[config.mk]
export PLATFORM = sky130hd
export DESIGN_NAME = reset_sequencer
export DESIGN_NICKNAME = d
export VERILOG_FILES = /design/src/rtl/rst_seq_pkg.sv /design/src/rtl/rst_seq_timer.sv /design/src/rtl/reset_sequencer.sv
export SDC_FILE = /design/constraint.sdc
export NUM_CORES = 1
export LEC_CHECK = 0
export CAP_MARGIN = 20
export CORE_MARGIN = 4
export CORE_UTILIZATION = 45
export DETAILED_ROUTE_END_ITERATION = 12
export GPL_TIMING_DRIVEN = 0
export PLACE_DENSITY = 0.65
export SETUP_SLACK_MARGIN = 0.15
export SLEW_MARGIN = 0
export SYNTH_ARGS = -nofsm -noshare
export SYNTH_HDL_FRONTEND = slang
export SYNTH_HIERARCHICAL = 1
export SYNTH_SLANG_ARGS = --single-unit
export TNS_END_PERCENT = 10
[constraint.sdc]
create_clock -name clk -period 4.1 [get_ports clk]
set_input_delay 0.615 -clock clk [delete_from_list [all_inputs] [get_ports clk]]
set_output_delay 0.615 -clock clk [all_outputs]
set_load 0.01 [all_outputs]
[src/rtl/rst_seq_pkg.sv]
// Shared types and defaults for the reset sequencer.
// The optional per-domain ack handshake is enabled with RSTSEQ_ACK_EN.
package rst_seq_pkg;

    typedef enum logic [2:0] {
        ST_ASSERT,
        ST_HOLD,
        ST_GAP,
        ST_WAIT_ACK,
        ST_DONE
    } state_t;

    localparam int DEF_NUM_DOMAINS = 4;
    localparam int DEF_HOLD_CYCLES = 8;
    localparam int DEF_GAP_CYCLES  = 4;
    localparam int DEF_CNT_W       = 8;
    localparam int DEF_ACK_TIMEOUT = 16;

    // One extra bit so the index can also express "all released".
    function automatic int idx_width(input int n);
        return $clog2(n) + 1;
    endfunction

endpackage

[src/rtl/rst_seq_timer.sv]
// Saturating up-counter shared by the HOLD, GAP and WAIT_ACK phases.
// hit is high while the count equals the compare value.
module rst_seq_timer #(
    parameter int CNT_W = 8
) (
    input  logic             clk,
    input  logic             rst,
    input  logic             clr,
    input  logic             en,
    input  logic [CNT_W-1:0] cmp,
    output logic             hit
);

    logic [CNT_W-1:0] count;

    always_ff @(posedge clk) begin
        if (rst || clr) begin
            count <= '0;
        end else if (en && !hit) begin
            count <= count + CNT_W'(1);
        end
    end

    assign hit = (count == cmp);

endmodule

[src/rtl/reset_sequencer.sv]
// Releases downstream synchronous resets one domain at a time, in ascending order.
// Define RSTSEQ_ACK_EN to wait for a per-domain ready ack after each release.
module reset_sequencer
    import rst_seq_pkg::*;
#(
    parameter int NUM_DOMAINS = DEF_NUM_DOMAINS,
    parameter int HOLD_CYCLES = DEF_HOLD_CYCLES,
    parameter int GAP_CYCLES  = DEF_GAP_CYCLES,
    parameter int CNT_W       = DEF_CNT_W,
    parameter int ACK_TIMEOUT = DEF_ACK_TIMEOUT
) (
    input  logic                                 clk,
    input  logic                                 rst,
    input  logic                                 sw_rst_req,
`ifdef RSTSEQ_ACK_EN
    input  logic [NUM_DOMAINS-1:0]               dom_ready,
    output logic                                 err_timeout,
`endif
    output logic [NUM_DOMAINS-1:0]               rst_out,
    output logic [idx_width(NUM_DOMAINS)-1:0]    rel_idx,
    output logic                                 seq_done
);

    localparam int IDX_W = idx_width(NUM_DOMAINS);
    localparam logic [IDX_W-1:0] LAST_IDX = IDX_W'(NUM_DOMAINS - 1);
    localparam logic [IDX_W-1:0] ALL_IDX  = IDX_W'(NUM_DOMAINS);

    // The timer counts from 0 after each state change, so a phase of N
    // edges ends when the count reaches N-1.
    localparam logic [CNT_W-1:0] HOLD_CMP = CNT_W'(HOLD_CYCLES - 1);
    localparam logic [CNT_W-1:0] GAP_CMP  = CNT_W'(GAP_CYCLES - 1);
    localparam logic [CNT_W-1:0] ACK_CMP  = CNT_W'(ACK_TIMEOUT - 1);

    state_t           state;
    logic             tmr_clr;
    logic             tmr_en;
    logic [CNT_W-1:0] tmr_cmp;
    logic             hit;
    logic             ack;

`ifdef RSTSEQ_ACK_EN
    // rel_idx has already advanced past the domain we are waiting on.
    always_comb begin
        ack = 1'b0;
        for (int i = 0; i < NUM_DOMAINS; i++) begin
            if (IDX_W'(i + 1) == rel_idx) begin
                ack = dom_ready[i];
            end
        end
    end
`else
    assign ack = 1'b0;
`endif

    always_comb begin
        tmr_cmp = '0;
        tmr_en  = 1'b0;
        tmr_clr = 1'b1;
        case (state)
            ST_HOLD: begin
                tmr_cmp = HOLD_CMP;
                tmr_en  = 1'b1;
                tmr_clr = hit;
            end
            ST_GAP: begin
                tmr_cmp = GAP_CMP;
                tmr_en  = 1'b1;
                tmr_clr = hit;
            end
            ST_WAIT_ACK: begin
                tmr_cmp = ACK_CMP;
                tmr_en  = 1'b1;
                tmr_clr = hit || ack;
            end
            default: begin
                tmr_clr = 1'b1;
            end
        endcase
        if (sw_rst_req) begin
            tmr_clr = 1'b1;
        end
    end

    rst_seq_timer #(
        .CNT_W (CNT_W)
    ) u_timer (
        .clk (clk),
        .rst (rst),
        .clr (tmr_clr),
        .en  (tmr_en),
        .cmp (tmr_cmp),
        .hit (hit)
    );

    always_ff @(posedge clk) begin
        if (rst) begin
            state    <= ST_ASSERT;
            rst_out  <= '1;
            rel_idx  <= '0;
            seq_done <= 1'b0;
`ifdef RSTSEQ_ACK_EN
            err_timeout <= 1'b0;
`endif
        end else if (sw_rst_req) begin
            state    <= ST_HOLD;
            rst_out  <= '1;
            rel_idx  <= '0;
            seq_done <= 1'b0;
`ifdef RSTSEQ_ACK_EN
            err_timeout <= 1'b0;
`endif
        end else begin
            case (state)
                ST_ASSERT: begin
                    state <= ST_HOLD;
                end
                ST_HOLD, ST_GAP: begin
                    if (hit) begin
                        for (int i = 0; i < NUM_DOMAINS; i++) begin
                            if (IDX_W'(i) == rel_idx) begin
                                rst_out[i] <= 1'b0;
                            end
                        end
                        rel_idx <= rel_idx + IDX_W'(1);
`ifdef RSTSEQ_ACK_EN
                        state <= ST_WAIT_ACK;
`else
                        state <= (rel_idx == LAST_IDX) ? ST_DONE : ST_GAP;
`endif
                    end
                end
                ST_WAIT_ACK: begin
                    // A missing ack is flagged but does not stall the sequence.
                    if (ack || hit) begin
`ifdef RSTSEQ_ACK_EN
                        if (!ack) begin
                            err_timeout <= 1'b1;
                        end
`endif
                        state <= (rel_idx == ALL_IDX) ? ST_DONE : ST_GAP;
                    end
                end
                ST_DONE: begin
                    seq_done <= 1'b1;
                end
                default: begin
                    state <= ST_ASSERT;
                end
            endcase
        end
    end

endmodule

# == Yosys cells after proc, flatten, opt, wreduce, memory -nomap -nowiden ==
# Index checks and enable logic that the tools add are counted.
# totals
ff_bits,19
in_bits,3
out_inout_bits,8
wordCells,52
# classes
n_addsub,2
n_eq_ne,15
mux,10
n_bitwise,1
n_reduce_logical,15
# ops
operator,count
AND reduction 3 bit,6
two-way mux 3 bit,4
one-hot mux 3 bit (4 select lines),1
one-hot mux 4 bit (3 select lines),1
"equality test 3 x 2 -> 1 bit, second input constant",3
"adder 8 x 1 -> 8 bit, second input constant",1
equality test 8 x 4 -> 1 bit,1
"equality test 2 x 3 -> 1 bit, first input constant",2
"equality test 3 bit, second input constant",2
zero test 3 bit,2
"inequality test 3 x 2 -> 1 bit, second input constant",2
two-way mux 1 bit,4
"inequality test 2 x 1 -> 1 bit, second input constant",2
OR reduction 2 bit,2
"adder 3 x 1 -> 3 bit, second input constant",1
"equality test 1 x 3 -> 1 bit, first input constant",1
"equality test 3 x 1 -> 1 bit, second input constant",1
OR reduction 3 bit,1
"inequality test 2 bit, second input constant",1
AND reduction 2 bit,1
logical AND 1 bit,1
zero test 1 bit,1
logical OR 1 bit,1
NOT 1 bit,1

# == Logic depth before layout (Yosys ltp) ==
# Gate-level depths: netlist of the first run.
# depth
ltp_word,6
mapped_depth,11
depth_no_buf,10

# == By module ==
# The synthesis of the first run kept the hierarchy.
# by_module_without_submodules
mod,n_inst,cells_per_inst,area_per_inst_um2,seq_area_each_um2
reset_sequencer,1,71,624.3,220.2
rst_seq_timer,1,58,511.7,160.2

# == Least setup slack after synthesis of the first run ==
# No wires, ideal clock.
# synth_path
kind,register to register
from,register state[0]
to,register u_timer.count[1]
setup_time_ps,126
t_arrival_ps,2130
t_required_ps,3974
path_slack_ps,1844
path_stages_with_launch,12
path_buffers,1
period_less_slack_ps,2256
path_cell_list,dfxtp_1 > buf_6 > nor2_1 > nor2_1 > xor2_1 > nor4_2 > and2_1 > nor2_1 > nand2_1 > nor2_1 > nand2_1 > mux2i_1
# synth_via
elab_chain_len,6
word_cells_on_any_way,12
classes_between,eq/ne: 4; mux: 4; reduce/logical: 4
# synth_rtl
item,line,rtl
"start, declared",reset_sequencer.sv:34,state_t state;
"start signal, assigned",reset_sequencer.sv:128,state <= (rel_idx == LAST_IDX) ? ST_DONE : ST_GAP;
"start signal, assigned",reset_sequencer.sv:140,state <= (rel_idx == ALL_IDX) ? ST_DONE : ST_GAP;
equality test 3 x 2 -> 1 bit or equality test 3 x 1 -> 1 bit (tied branches),reset_sequencer.sv:59,case (state)
one-hot mux 4 bit (3 select lines) *,reset_sequencer.sv:59,
net tmr_cmp[0],reset_sequencer.sv:37,logic [CNT_W-1:0] tmr_cmp;
equality test 8 x 4 -> 1 bit *,rst_seq_timer.sv:24,assign hit = (count == cmp);
net hit,reset_sequencer.sv:38,logic hit;
two-way mux 1 bit *,reset_sequencer.sv:59,
two-way mux 1 bit *,reset_sequencer.sv:79,if (sw_rst_req) begin
net tmr_clr,reset_sequencer.sv:35,logic tmr_clr;
logical OR 1 bit *,rst_seq_timer.sv:17,if (rst || clr) begin
"end signal, assigned",rst_seq_timer.sv:20,count <= count + CNT_W'(1);
"end, declared",rst_seq_timer.sv:14,logic [CNT_W-1:0] count;
# The timed path passes the listed nets; every way through them passes the cells marked *.
# A chain may end at the register's enable or synchronous reset.

# == Final worst setup path of the first run ==
# Same ends and word-level chain as after synthesis.

==> results of run 1 <==
## kinds of logic after synthesis
kind of cell / after synthesis / share of synthesized area
buffers and inverters: 9 / 0.0452
DFF: 19 / 0.335
xor gates and xnor gates: 10 / 0.0837
and+or+nand+nor: 50 / 0.248
other: 1 / 0.00330
muxes: 8 / 0.0705
AOI/OAI and AO/OA: 26 / 0.149
adders and majority gates: 6 / 0.0661
## placed cells by master, fill, tap and decap left out, types with 4 or more instances in the layout
master	n
dfxtp_1	19
nand2_1	14
nor2_1	11
clkdlybuf4s50_1	10
a21oi_1	9
xor2_1	8
mux2i_1	8
or3_1	7
ha_1	6
inv_1	5
o21ai_0	4
conb_1	4
## final cells by class
type | count | area [µm²]
well taps | 28 | 35.0
clock inverters | 1 | 5.00
inverters | 5 | 18.8
plain buffers | 4 | 32.5
repair buffers | 10 | 100
fillers | 218 | 987
multi-input cells | 104 | 716
flip-flops and latches | 19 | 380
clock buffers | 3 | 22.5
## state kept, by name (all words and copies together), names as in the netlist
register	count
rst_out	4
seq_done	1
rel_idx	3
state	3
u_timer/count	8
## worst max-delay path, delay by kind of cell, from the launching register on
kind,cells,cell delay (ns)
and+or+nand+nor,8,1.95
xor gates and xnor gates,1,0.17
muxes,1,0.07
buffers and inverters,1,0.14
DFF,1,0.35
## metal layers
layer,GRT usage,vias up
met3,0.0200,2
met1,0.238,447
li1,-,485
met2,0.234,17
met4,0.0596,0
met5,0,-
## cells in the mapped netlist, types with 2 or more instances
cell type	number
a211oi_1	2
mux2i_1	8
xor2_1	8
buf_6	2
buf_2	2
nand4_1	2
inv_1	5
o21ai_0	4
nand2_1	14
and2_1	2
nor2_1	11
or3_1	7
a41oi_1	3
ha_1	6
a31oi_1	3
a21oi_1	9
dfxtp_1	19
nor4_2	2
a21boi_1	2
nand3_1	2
## worst max-delay path by stage
stage / start / end / slack (ns)
after floorplan: state[0] / u_timer/count[1] / 1.84
after global placement: state[0] / u_timer/count[1] / 1.41
after detailed placement: state[0] / u_timer/count[1] / 1.35
after CTS: state[0] / u_timer/count[1] / 1.32
after global routing: state[0] / u_timer/count[1] / 1.05
final: state[0] / u_timer/count[1] / 1.30
## power by group through the flow
stage / clock network [mW] / registers, mW / logic, mW
2_1_floorplan: 0 / 0.190 / 0.0193
3_3_place_gp: 0 / 0.191 / 0.0265
3_5_place_dp: 0 / 0.191 / 0.0269
4_1_cts: 0.103 / 0.187 / 0.0270
5_1_grt: 0.109 / 0.187 / 0.0304
6_report: 0.0962 / 0.186 / 0.0272
## through the flow
step	hold slack, ns	area, µm²	instances	utilization
finish	0.494	1310	174	0.570
global route	0.533	1310	174	0.570
CTS	0.498	1310	174	0.570
detailed placement	0.481	1280	170	0.558
global placement	0.460	1280	170	0.558
floorplan	0.455	1150	132	-
==> results.md, run 1 <==
* Antenna-violating nets left at 0
* R2R setup slack at 1.30 ns
* R2R Path Start: state[0]
* Crit Path Category: reg -> reg
* Crit. End Element: flip-flop
* Met2 WL at 1090 µm
* Switching portion of total power at 0.252
* Fmax achieved at 0.357 GHz
* Setup Viol. Count Final at 0
* Worst slew pin tran at 0.684 ns
* Hold Path Class: reg -> reg
* Hold Crit Endpoint: u_timer/count[7]
* Max rail drop VDD at 0.206 mV
* Worst path required time at 4.28 ns
* CTS Buf Count at 3
* Routability cong. at 0.757
* Setup repair bufs after CTS at 0
* Drt wl/cell at 13.7 µm
* Share of layout cells above drive strength 1 at 0.110
* Initial Util at 0.495
* Met3 routed WL at 95 µm
* Status: finished, final reports clean
* Vias in the first global route at 924
* Resized Gates After CTS at 0
* Crit Path Max Fanout at 10
* Post-synth EDFFs at 0
* Relative slew slack at 0.541
* DRT Pass-1 Iters at 4
* Max stage delay on crit path at 0.60 ns
* Die Ht at 58.2 µm
* Sequential share of the synthesized area at 0.335
* Share of flip-flops with an asynchronous set or reset at 0
* Pins over their slew limit at 0
* Cell mode on critical path: nor2_1
* Clock share of power at 0.310
* Initial DRC count at 30
* Io pins at 11
* Synthesized cell area at 1140 µm²
* Top-area cell type share of the netlist area at 0.335
* Area grow syn2layout at 15.3%
* Total number of vias at 951
* Hold Path Stages at 2
* Drt drc at 0
* H-tree levels at 1
* Top Layer Used: met4
* Pin count of the biggest net entering global routing at 12
* Hold Path Origin: u_timer/count[7]
* Top_reg_cell synth: dfxtp_1
* Mean cell area of the mapped netlist at 8.81 µm²
* Vias per Instance at 5.47
* Internal at 0.232 mW
* Chip width at 58.2 µm
* Root Buffer: clkbuf_4
* Sequential Power Share at 0.602
* CP max stage cell: nor4_2
* LEAKAGE at 0.492 nW
* Switching power at 0.0780 mW
* Total Power at 0.310 mW
* Initial antenna violation count at 0
* Nets at 156
* I/O Buffers at 10
* CTS tree: yes
* Fin. Hold Viols at 0
* Place WS at 1.35 ns
* GRT Util Overall at 0.160
* RR Endpoint: u_timer/count[1]
* Ant diodes at 0
* Count of cell types in the netlist at 36
* Clk sink count at 19
* Syn Inst Count at 129
* Ys Warns at 6
* Maxcap violations at 0
* FF+latch count, synth at 19
* Final wirelength at 2390 µm
* Post-CTS Hold Fix Bufs at 0
* Row count at 17
* Period Utilization, post-route at 0.683
* Worst-case clock buffer depth at 2
* Synth top area cells: dfxtp_1, mux2i_1, ha_1
* Core area at 2300 µm²
* GRT overflow at 0
* Global-route wire length before repair at 4280 µm
* Routed met1 length at 1190 µm
* CP Cell Sequence: buf_6 > nor2_1 > nor2_1 > xor2_1 > nor4_2 > and2_1 > nor2_1 > nand2_1 > nor2_1 > nand2_1 > mux2i_1
* Pwr Density at 237 nW/µm²
* Die area at 3390 µm²
* Fin crit period at 2.80 ns
* Setup TNS at 0 ns
* Setup crit start kind: flip-flop
* Final worst slack at 1.30 ns
* Post-synth top area cell: dfxtp_1
* Worst skew pair latency at 0.30 ns
* Cells on worst reg2reg path at 11
* Layout Skew at 0.00945 ns
* DPL Wire Length at 1790 µm
* CP arrival at 2.98 ns
* RSZ-0062 raised after global routing: false
* Comb pwr share at 0.088
* Clock-pin slew on the worst setup and hold paths at 0.12 ns
Power figures use the tool's default switching activity.
==> run 2: changes to the inputs <==
--- a/config.mk
+++ b/config.mk
@@ -10,7 +10,7 @@
 export CORE_UTILIZATION = 45
 export DETAILED_ROUTE_END_ITERATION = 12
 export GPL_TIMING_DRIVEN = 0
-export PLACE_DENSITY = 0.65
+export PLACE_DENSITY = 0.68
 export SETUP_SLACK_MARGIN = 0.15
 export SLEW_MARGIN = 0
 export SYNTH_ARGS = -nofsm -noshare
==> constraint.sdc (replaced) <==
create_clock -name clk -period 2.4 [get_ports clk]
set_input_delay 0.36 -clock clk [delete_from_list [all_inputs] [get_ports clk]]
set_output_delay 0.36 -clock clk [all_outputs]
set_load 0.01 [all_outputs]
==> results.md, run 2 (synthesized netlist as in run 1, its figures left out) <==
* Global-route wire length before repair at 4050 µm (-5.3%)
* Setup TNS at 0 ns (unchanged)
* Worst hold slack at 0.492 ns (-0.00154 ns)
* Fin crit period at 2.11 ns (-0.685 ns)
* Final wirelength at 2310 µm (-3.3%)
* Commonest cells after routing, fill and taps aside: dfxtp_1, nand2_1, clkdlybuf4s50_1
* Dpl cell area at 1290 µm² (+0.68%)
* Vias in the first global route at 904 (-2.2%)
* Initial DRC count at 38 (+27%)
* Die Ht at 58.2 µm (unchanged)
* Crit Path Max Fanout at 10 (unchanged)
* Period Utilization, post-route at 0.880 (+0.198)
* Max FFs per register at 8 (unchanged)
* Nets at 159 (+1.9%)
* Setup crit start kind: flip-flop
* Drt drc at 0 (unchanged)
* Internal at 0.405 mW (+75%)
* CTS Buf Count at 3 (unchanged)
* CTS tree: yes
* Chip width at 58.2 µm (unchanged)
* Fin. Hold Viols at 0 (unchanged)
* Final worst slack at 0.287 ns (-1.01 ns)
* Top reg by flops: u_timer/count
* Switching power at 0.138 mW (+77%)
* Maxcap violations at 0 (unchanged)
* Layout Skew at 0.00680 ns (-0.00265 ns)
* Initial antenna violation count at 0 (unchanged)
* Fmax achieved at 0.473 GHz (+32%)
* Max rail drop VDD at 0.316 mV (+53%)
* Clock-pin slew on the worst setup and hold paths at 0.11 ns (about the same)
* Post-CTS Hold Fix Bufs at 0 (unchanged)
* Place WS at -0.269 ns (-1.62 ns)
* Post-Layout Inst Area at 1410 µm² (+7.4%)
* GRT overflow at 0 (unchanged)
* Core area at 2300 µm² (unchanged)
* Io pins at 11 (unchanged)
* Worst path required time at 2.62 ns (-1.66 ns)
* Clk sink count at 19 (unchanged)
* Total number of vias at 966 (+1.6%)
* Fin util at 0.613 (+0.0425)
* DPL Wire Length at 1670 µm (-6.7%)
* Commonest non-fill, non-tap cell in the layout: dfxtp_1
* Ant diodes at 0 (unchanged)
* RSZ-0062 raised after global routing: false
* Worst-case clock buffer depth at 2 (unchanged)
* Pin count of the biggest net entering global routing at 12 (unchanged)
* Vias per Instance at 5.46 (-0.14%)
* Area grow syn2layout at 23.9%
* Final Non-Filler Cells at 177 (+1.7%)
* Die area at 3390 µm² (unchanged)
* Setup Viol. Count Final at 0 (unchanged)
* GRT Util Overall at 0.154 (-0.00622)
* Inst Count DP at 170 (unchanged)
* Clock share of power at 0.306 (-0.004)
* Root Buffer: clkbuf_4
* Crit Path Category: reg -> reg
* Status: finished, final reports clean
* Comb pwr share at 0.107 (+0.019)
* Sequential Power Share at 0.587 (-0.015)
* Worst skew pair latency at 0.30 ns (about the same)
* Hold Path Stages at 2 (unchanged)
* Row count at 17 (unchanged)
* Initial Util at 0.495 (unchanged)
* Biggest regs: u_timer/count: 8 flops, rst_out: 4 flops
* DRT Pass-1 Iters at 4 (unchanged)
* Fillcell total at 210 (-3.7%)
* Pwr Density at 386 nW/µm² (+63%)
* Hold Path Class: reg -> reg
* Cells on worst reg2reg path at 10 (-1)
* Routability cong. at 0.732 (-3.3%)
* Drt wl/cell at 13.1 µm (-4.9%)
* Switching portion of total power at 0.254 (+0.00217)
* I/O Buffers at 10 (unchanged)
* Antenna-violating nets left at 0 (unchanged)
* Pins over their slew limit at 0 (unchanged)
* H-tree levels at 1 (unchanged)
* CP arrival at 2.34 ns (-0.64 ns)
* LEAKAGE at 0.520 nW (+5.5%)
* Share of layout cells above drive strength 1 at 0.201 (+0.0918)
* Total Power at 0.543 mW (+75%)
* Crit. End Element: flip-flop
-- run 2: power groups by stage --
stage	sequential, mW	combinational, mW	clock, mW
floorplan	0.325	0.0350	0
global placement	0.326	0.0461	0
detailed placement	0.326	0.0473	0
CTS	0.319	0.0530	0.170
global route	0.319	0.0637	0.193
finish	0.319	0.0580	0.166
-- run 2: layout make-up --
class | count | area [µm²] | share of cell area
Inverter | 5 | 18.8 | 0.0133
Multi-Input combinational cell | 104 | 791 | 0.562
Buffer | 4 | 32.5 | 0.0231
Sequential cell | 19 | 382 | 0.271
Clock buffer | 4 | 26.3 | 0.0187
Tap cell | 28 | 35.0 | 0.0249
Timing Repair Buffer | 13 | 123 | 0.0871
-- run 2: worst max-delay path, stage by stage (launching register included) --
cell and delay, ns:
dfxtp_2 0.36, buf_6 0.14, nor2b_4 0.15, and2_4 0.15
xor2_2 0.17, nor4_4 0.07, and2_4 0.18, nor2_2 0.12
nand2_2 0.14, or3_1 0.39, mux2i_1 0.16
-- run 2: path summary, 6_finish.rpt --
path	to	slack, ns	from
setup / recovery	u_timer/count[5]	0.29	state[0]
hold / removal	u_timer/count[7]	0.49	u_timer/count[7]
setup reg to reg	u_timer/count[5]	0.29	state[0]
hold reg to reg	u_timer/count[7]	0.49	u_timer/count[7]
-- run 2: layer usage --
metal	vias to the layer above	wire, µm	GRT usage
met3	5	59	0.0267
met4	0	40	0.0629
met1	456	1190	0.215
met2	15	1020	0.234
li1	490	-	-
met5	-	0	0
-- run 2: timing repair --
action,4_1_cts,5_1_grt
resized for setup,11,6
endpoints found under the setup margin,18,17
buffers inserted,1,2
hold endpoints to repair,0,0
pin swaps,2,1
==> run 3: changes to the inputs <==
--- a/config.mk
+++ b/config.mk
@@ -11,6 +11,7 @@
 export DETAILED_ROUTE_END_ITERATION = 12
 export GPL_TIMING_DRIVEN = 0
 export PLACE_DENSITY = 0.68
+export REMOVE_ABC_BUFFERS = 1
 export SETUP_SLACK_MARGIN = 0.15
 export SLEW_MARGIN = 0
 export SYNTH_ARGS = -nofsm -noshare
==> results.md, run 3 (synthesized netlist as in run 1, its figures left out) <==
* Status: finished, final reports clean
* Met2 WL at 1150 µm (+13%)
* LEAKAGE at 0.505 nW (-2.7%)
* Top reg by flops: u_timer/count
* Die Ht at 58.2 µm (unchanged)
* Fin. Hold Viols at 0 (unchanged)
* Fillcell total at 210 (unchanged)
* DPL Wire Length at 1690 µm (+0.89%)
* Antenna-violating nets left at 0 (unchanged)
* Post-CTS Hold Fix Bufs at 0 (unchanged)
* Global-route wire length before repair at 4330 µm (+7.0%)
* Ant diodes at 0 (unchanged)
* Clock-pin slew on the worst setup and hold paths at 0.12 ns (about the same)
* Nets at 156 (-1.9%)
* Final worst slack at 0.258 ns (-0.0285 ns)
* CTS tree: yes
* GRT overflow at 0 (unchanged)
* Row count at 17 (unchanged)
* Hold Path Class: reg -> reg
* Initial Util at 0.495 (unchanged)
* Setup crit start kind: flip-flop
* Commonest non-fill, non-tap cell in the layout: dfxtp_1
* Routability cong. at 0.698 (-4.7%)
* Met3 routed WL at 99 µm (+68%)
* Worst path required time at 2.63 ns (about the same)
* Initial DRC count at 33 (-13%)
* Period Utilization, post-route at 0.892 (+0.0119)
* Die area at 3390 µm² (unchanged)
* Setup Viol. Count Final at 0 (unchanged)
* Max FFs per register at 8 (unchanged)
* Crit Path Category: reg -> reg
* I/O Buffers at 10 (unchanged)
* Share of layout cells above drive strength 1 at 0.199 (-0.00271)
* CTS Buf Count at 3 (unchanged)
* Clk sink count at 19 (unchanged)
* Initial antenna violation count at 0 (unchanged)
* Pin count of the biggest net entering global routing at 12 (unchanged)
* Worst-case clock buffer depth at 2 (unchanged)
* Root Buffer: clkbuf_4
* CP Cell Sequence: nor2_2 > nor2_4 > xor2_2 > nor4_4 > and2_2 > nor2_2 > nand2_4 > or3_1 > mux2i_1
* Place WS at -0.410 ns (-0.142 ns)
* Io pins at 11 (unchanged)
* RSZ-0062 raised after global routing: false
* Cell mode on critical path: nor2_2
* Max rail drop VDD at 0.296 mV (-6.4%)
* Biggest regs: u_timer/count: 8 flops, rst_out: 4 flops
* Commonest cells after routing, fill and taps aside: dfxtp_1, nand2_1, clkdlybuf4s50_1
* GRT Util Overall at 0.162 (+0.00829)
* Maxcap violations at 0 (unchanged)
* Drt wl/cell at 14.6 µm (+12%)
* Final wirelength at 2540 µm (+9.9%)
* Fmax achieved at 0.467 GHz (-1.3%)
* H-tree levels at 1 (unchanged)
* Pins over their slew limit at 0 (unchanged)
* Layout Skew at 0.00828 ns (+0.00148 ns)
* Vias per Instance at 5.51 (+0.99%)
* Top Layer Used: met4
* DRT Pass-1 Iters at 4 (unchanged)
* Vias in the first global route at 953 (+5.4%)
* Fin util at 0.604 (-0.00871)
* Pwr Density at 390 nW/µm² (+1.2%)
* CP max stage cell: dfxtp_4
* CP arrival at 2.37 ns (+0.03 ns)
* Area grow syn2layout at 22.1%
* Core area at 2300 µm² (unchanged)
* Drt drc at 0 (unchanged)
* Total number of vias at 959 (-0.72%)
* Fin crit period at 2.14 ns (+0.0285 ns)
* Worst skew pair latency at 0.30 ns (about the same)
* Crit. End Element: flip-flop
* Max stage delay on crit path at 0.41 ns (+0.02 ns)
* Crit Path Max Fanout at 9 (-1)
* Chip width at 58.2 µm (unchanged)
* Routed met1 length at 1280 µm (+6.8%)
## run 3: cell types whose count changed in the layout (fill, tap and decap cells not counted), sizes merged
cell / previous run / this run
clkbuf: 4 / 3
buf: 7 / 4
clkinv: 0 / 1
## run 3: path summary, 6_finish.rpt
check,start,to,slack [ns],cells after the start
worst max-delay path,state[1],u_timer/count[0],0.26,9
worst min-delay path,rst_out[3],rst_out[3],0.49,2
worst max register to register,state[1],u_timer/count[0],0.26,9
worst min register to register,rst_out[3],rst_out[3],0.49,2
## run 3: through the flow
stage          cells  instance area (µm²)  hold WS, ns  total power, mW  setup TNS [ns]
4_1_cts          172                 1340        0.496            0.542               0
6_report         174                 1390        0.494            0.541               0
3_3_place_gp     166                 1250        0.462            0.368           -3.79
5_1_grt          174                 1390        0.518            0.565               0
3_5_place_dp     166                 1250        0.479            0.369           -4.86
2_1_floorplan    128                 1110        0.429            0.356               0
## run 3: worst max-delay path: cells and delay by family, from the launching register on
kind	cells	cell delay, ns
XOR/XNOR	1	0.19
flip-flops	1	0.41
AND/OR/NAND/NOR	7	1.36
multiplexers	1	0.13
## run 3: power by group
part | internal, mW | switching, mW | leakage (nW)
Clock | 0.0620 | 0.103 | 0.0177
Sequential | 0.315 | 0.00339 | 0.155
Combinational | 0.0222 | 0.0354 | 0.332
Total | 0.400 | 0.142 | 0.505
## run 3: what timing repair did
| item | CTS | global route |
|---|---|---|
| gates resized for setup | 13 | 7 |
| setup buffers | 2 | 2 |
| setup endpoints to repair | 18 | 8 |
| pin swaps | 2 | 1 |
## run 3: layout make-up
class                      instances  area (µm²)  area share
timing repair buffer              14         130      0.0938
inverter                           5        18.8      0.0135
clock buffer                       3        22.5      0.0162
sequential                        19         389       0.280
multi-input combinational        104         787       0.567
clock inverter                     1        5.00     0.00361
tap                               28        35.0      0.0252
## run 3: metal layers
metal / track usage / vias to the layer above
met5: 0 / -
met4: 0.0563 / 0
met3: 0.0223 / 2
met2: 0.247 / 20
met1: 0.233 / 448
li1: - / 489
